## config.mk

```make
export PLATFORM = sky130hd
export DESIGN_NAME = seq_detector_param
export DESIGN_NICKNAME = d
export VERILOG_FILES = /design/src/rtl/seq_detector_param_pkg.sv /design/src/rtl/seq_detector_param_sat_counter.sv /design/src/rtl/seq_detector_param.sv
export SDC_FILE = /design/constraint.sdc
export NUM_CORES = 1
export LEC_CHECK = 0
export ABC_AREA = 1
export ABC_CLOCK_PERIOD_IN_PS = 4100
export BUFFER_PORTS_ARGS = -buffer_cell sky130_fd_sc_hd__buf_2
export CORE_MARGIN = 2
export CORE_UTILIZATION = 35
export DETAILED_ROUTE_END_ITERATION = 10
export PLACE_DENSITY = 0.63
export SKIP_CTS_REPAIR_TIMING = 1
export SYNTH_ARGS = -nofsm -noshare
export SYNTH_HDL_FRONTEND = slang
export SYNTH_SLANG_ARGS = --single-unit
```

## constraint.sdc

```tcl
create_clock -name clk -period 4.1 [get_ports clk]
set_input_delay 1.23 -clock clk [delete_from_list [all_inputs] [get_ports clk]]
set_output_delay 1.23 -clock clk [all_outputs]
set_load 0.01 [all_outputs]
```

## src/rtl/seq_detector_param_pkg.sv

```systemverilog
// Shared constants for the serial pattern detectors and their benches.
// Default pattern geometry, counter width and match-mode encoding.
package seq_detector_param_pkg;

  localparam int DEF_PAT_W = 4;
  localparam logic [3:0] DEF_PATTERN = 4'b1011;
  localparam int DEF_CNT_W = 8;

  localparam bit MODE_OVERLAP = 1'b1;
  localparam bit MODE_NONOVERLAP = 1'b0;

endpackage

```

## src/rtl/seq_detector_param_sat_counter.sv

```systemverilog
// Saturating event counter shared by the statistics blocks.
// Holds at all-ones once reached; sat flags that condition.
module sat_counter #(
  parameter int W = 8
) (
  input  logic         clk,
  input  logic         rst,
  input  logic         inc,
  output logic [W-1:0] cnt,
  output logic         sat
);

  assign sat = &cnt;

  always_ff @(posedge clk) begin
    if (!rst) begin
      cnt <= '0;
    end else if (inc && !sat) begin
      cnt <= cnt + 1'b1;
    end
  end

endmodule

```

## src/rtl/seq_detector_param.sv

```systemverilog
// Parametrised serial bit-pattern detector with reloadable pattern,
// overlap mode, Mealy and registered match outputs and match counter.
module seq_detector_param
  import seq_detector_param_pkg::*;
#(
  parameter int          PAT_W   = DEF_PAT_W,
  parameter logic [31:0] PAT_RST = 32'(DEF_PATTERN),
  parameter bit          OVERLAP = MODE_OVERLAP,
  parameter int          CNT_W   = DEF_CNT_W
) (
  input  logic             clk,
  input  logic             rst,
  input  logic             en,
  input  logic             xin,
  input  logic             pat_load,
  input  logic [PAT_W-1:0] pat_in,
  output logic             zout,
  output logic             zout_q,
  output logic [CNT_W-1:0] match_cnt,
  output logic             cnt_sat
);

  localparam int FW = $clog2(PAT_W);
  localparam logic [FW-1:0] FULL = FW'(PAT_W - 1);

  logic [PAT_W-1:0] pat;
  logic [PAT_W-2:0] hist;
  logic [PAT_W-2:0] hist_nxt;
  logic [FW-1:0]    fill;
  logic             take;
  logic             match_now;

  assign take = rst & en & ~pat_load;
  assign match_now = take & (fill == FULL)
                   & ({hist, xin} == pat);
  assign zout = match_now;

  // A 2-bit pattern keeps a single history bit.
  generate
    if (PAT_W == 2) begin : g_w2
      assign hist_nxt = xin;
    end else begin : g_wn
      assign hist_nxt = {hist[PAT_W-3:0], xin};
    end
  endgenerate

  always_ff @(posedge clk) begin
    if (!rst) begin
      pat    <= PAT_RST[PAT_W-1:0];
      hist   <= '0;
      fill   <= '0;
      zout_q <= 1'b0;
    end else begin
      zout_q <= match_now;
      if (pat_load) begin
        pat  <= pat_in;
        fill <= '0;
      end else if (en) begin
        hist <= hist_nxt;
        if (match_now && OVERLAP == MODE_NONOVERLAP) begin
          fill <= '0;
        end else if (fill != FULL) begin
          fill <= fill + 1'b1;
        end
      end
    end
  end

  sat_counter #(
    .W(CNT_W)
  ) u_cnt (
    .clk(clk),
    .rst(rst),
    .inc(match_now),
    .cnt(match_cnt),
    .sat(cnt_sat)
  );

endmodule

```

==> qor.yml <==
status:
  status: "finished, final reports clean"
job:
  drv_cap: 0
detailed_routing:
  top_layer: "met4"
  viasPerCell: 4.55
  wl_met2_microns: 855
  wl_met3_microns: 103
  wl_per_cell_microns: 9.70
  drc: 0
  dr_total_vias: 892
  firstDrtPassIters: 4
  antenna_left: 0
  first_iter_violations: 26
  wl_met1_microns: 909
  drt_wl_total_microns: 1900
timing:
  fmax_mhz: 296
  fin_setup_tns_ns: 0
  hold_viol_final: 0
  report.final.slew_viol_count: 0
  finalSetupViolations: 0
  fin_skew_ns: 0.0158
  tightest_slew_ns: 0.340
  max_slew_margin: 0.773
  fin_crit_ns: 3.38
  rsz0062_at_grt: "false"
  fin_crit_sh: 0.825
floorplanning:
  io_pins: 20
  core_area_sq_um: 2520
  start_util: 0.378
  std_cell_rows: 18
  die_h_microns: 56.2
  die_area_sq_um: 3160
  dieWidth_microns: 56.2
synth:
  syn_area_sq_um: 955
  ys_seq_elements: 18
  syn_inst: 144
  yosysWarnings: 0
  synthArstFlopShare: 0
  ys_seq_area_frac: 0.377
  ys.flop_type: "dfxtp_1"
  synth_area_per_cell_sq_um: 6.63
  synth_cell_types: 19
  synth_nets: 155
  synth_edf_count: 0
power_and_ir_drop:
  p_int_w: 0.000246
  p_leak_nw: 0.586
  max-vdd-ir-drop_uv: 183
  clkPwrFrac: 0.338
  switching_share: 0.243
  switchingPower_w: 0.0000789
  power_frac_seq: 0.565
  power_frac_comb: 0.097
  p_per_area_nw_per_um2: 290
clocking:
  ctsLongestPathBuffers: 2
  cts_root_buf: "clkbuf_4"
  clock_latency_ns: 0.30
  path_clk_slew_ns: 0.09
  cts_made_buffers: 3
  htree_levels: 1
  clkSinkCount: 18
  cts_tree: "yes"
grt:
  track_usage: 0.138
  antenna_found_initial: 0
  grt_pass1_wl_microns: 3380
  grt_pass1_vias: 830
  grt_max_degree: 15
  gr-total-overflow: 0
layout:
  insertedDiodeCount: 0
  nets: 178
  n_fill_cell: 285
  final_layout_size_suffix_gt1_frac: 0.205
  synthToLayoutAreaGrowth_pct: 17.3
  final_area_sq_um: 1120
  instances_no_fill: 196
placement:
  place_inst: 192
  gp_congestion: 0.750
  place.port_buffers: 19
  dpl-instance-area_sq_um: 1080
  dp_hpwl_microns: 1510
worst_hold_path:
  hold_path_class: "reg -> reg"
setup_path:
  startpoint_type: "input port"
  arrival_ns: 2.15
  critPathMaxFanout: 14
  crit_path_end_kind: "primary output"
  cp.required_ns: 2.87
  worstSetupPathType: "in -> out"
-- final timing paths --
check,start,cells after the start,slack [ns],endpoint
worst max-delay path,rst,6,0.72,zout
worst min-delay path,hist[0],2,0.48,hist[1]
worst max register to register,u_cnt.cnt[0],8,2.69,u_cnt.cnt[7]
worst min register to register,hist[0],2,0.48,hist[1]
-- area by class of cell --
cell class	instances	area (sq um)	area share
clock buffers	4	36.3	0.0324
inverters	23	86.3	0.0771
multi-input cells	102	504	0.450
flip-flops and latches	18	360	0.322
well taps	30	37.5	0.0335
repair buffers	19	95.1	0.0849
-- logic make-up (layout without fill, tap and decap cells) --
family,count (synthesis),count (layout),synth area share
AO/OA/AOI/OAI,19,19,0.0996
XOR/XNOR,2,2,0.0184
adder cells (fa/ha/maj),2,2,0.0262
buffers and inverters,24,46,0.0944
flip-flops,18,18,0.377
AND/OR/NAND/NOR,79,79,0.384
-- power groups by stage --
| stage | sequential, W | combinational (W) | clock, W |
|---|---|---|---|
| after floorplan | 0.000187 | 0.0000224 | 0 |
| after global placement | 0.000187 | 0.0000311 | 0 |
| after detailed placement | 0.000188 | 0.0000319 | 0 |
| after CTS | 0.000184 | 0.0000319 | 0.000116 |
| after global routing | 0.000184 | 0.0000368 | 0.000124 |
| final | 0.000184 | 0.0000314 | 0.000110 |
-- Yosys cell counts (2+ instances only) --
master,n,area [sq um]
a21oi_1,11,55.1
dfxtp_1,18,360
ha_1,2,25.0
inv_1,19,71.3
inv_2,4,15.0
nand2_1,33,124
nand3_1,9,45.0
nor2_1,29,109
o21ai_0,8,40.0
xnor2_1,2,17.5
-- critical path, cell delays in order --
cell and delay [ns]:
buf_2 0.25, nand2_4 0.10, nor2_4 0.13, nand3_4 0.11
nor2_8 0.18, buf_2 0.16
-- layer usage --
metal  up-vias  track usage
li1        489            -
met1       376        0.162
met2        22        0.224
met3         5       0.0488
met4         0       0.0612
met5         -            0
-- state kept, by name, indices dropped and copies added, names as in the netlist --
signal,cells
u_cnt.cnt,8
pat,4
hist,3
fill,2
zout_q,1
-- through the flow --
step / hold slack [ns] / setup WS [ns] / total power, W / utilization
6_report: 0.476 / 0.717 / 0.000325 / 0.444
5_1_grt: 0.504 / 0.602 / 0.000345 / 0.444
4_1_cts: 0.482 / 0.703 / 0.000332 / 0.444
3_5_place_dp: 0.466 / 0.693 / 0.000219 / 0.430
3_3_place_gp: 0.461 / 0.733 / 0.000218 / 0.430
2_1_floorplan: 0.447 / 1.14 / 0.000209 / -
-- cell usage in the layout, fill, tap and decap left out, drive strengths merged --
master,count
inv,23
ha,2
dfxtp,18
nand2,35
nor2,32
clkbuf,4
xnor2,2
nand4,1
buf,19
a21oi,11
o21ai,8
nand3,11
No activity file was read; power rests on OpenSTA's default activity.
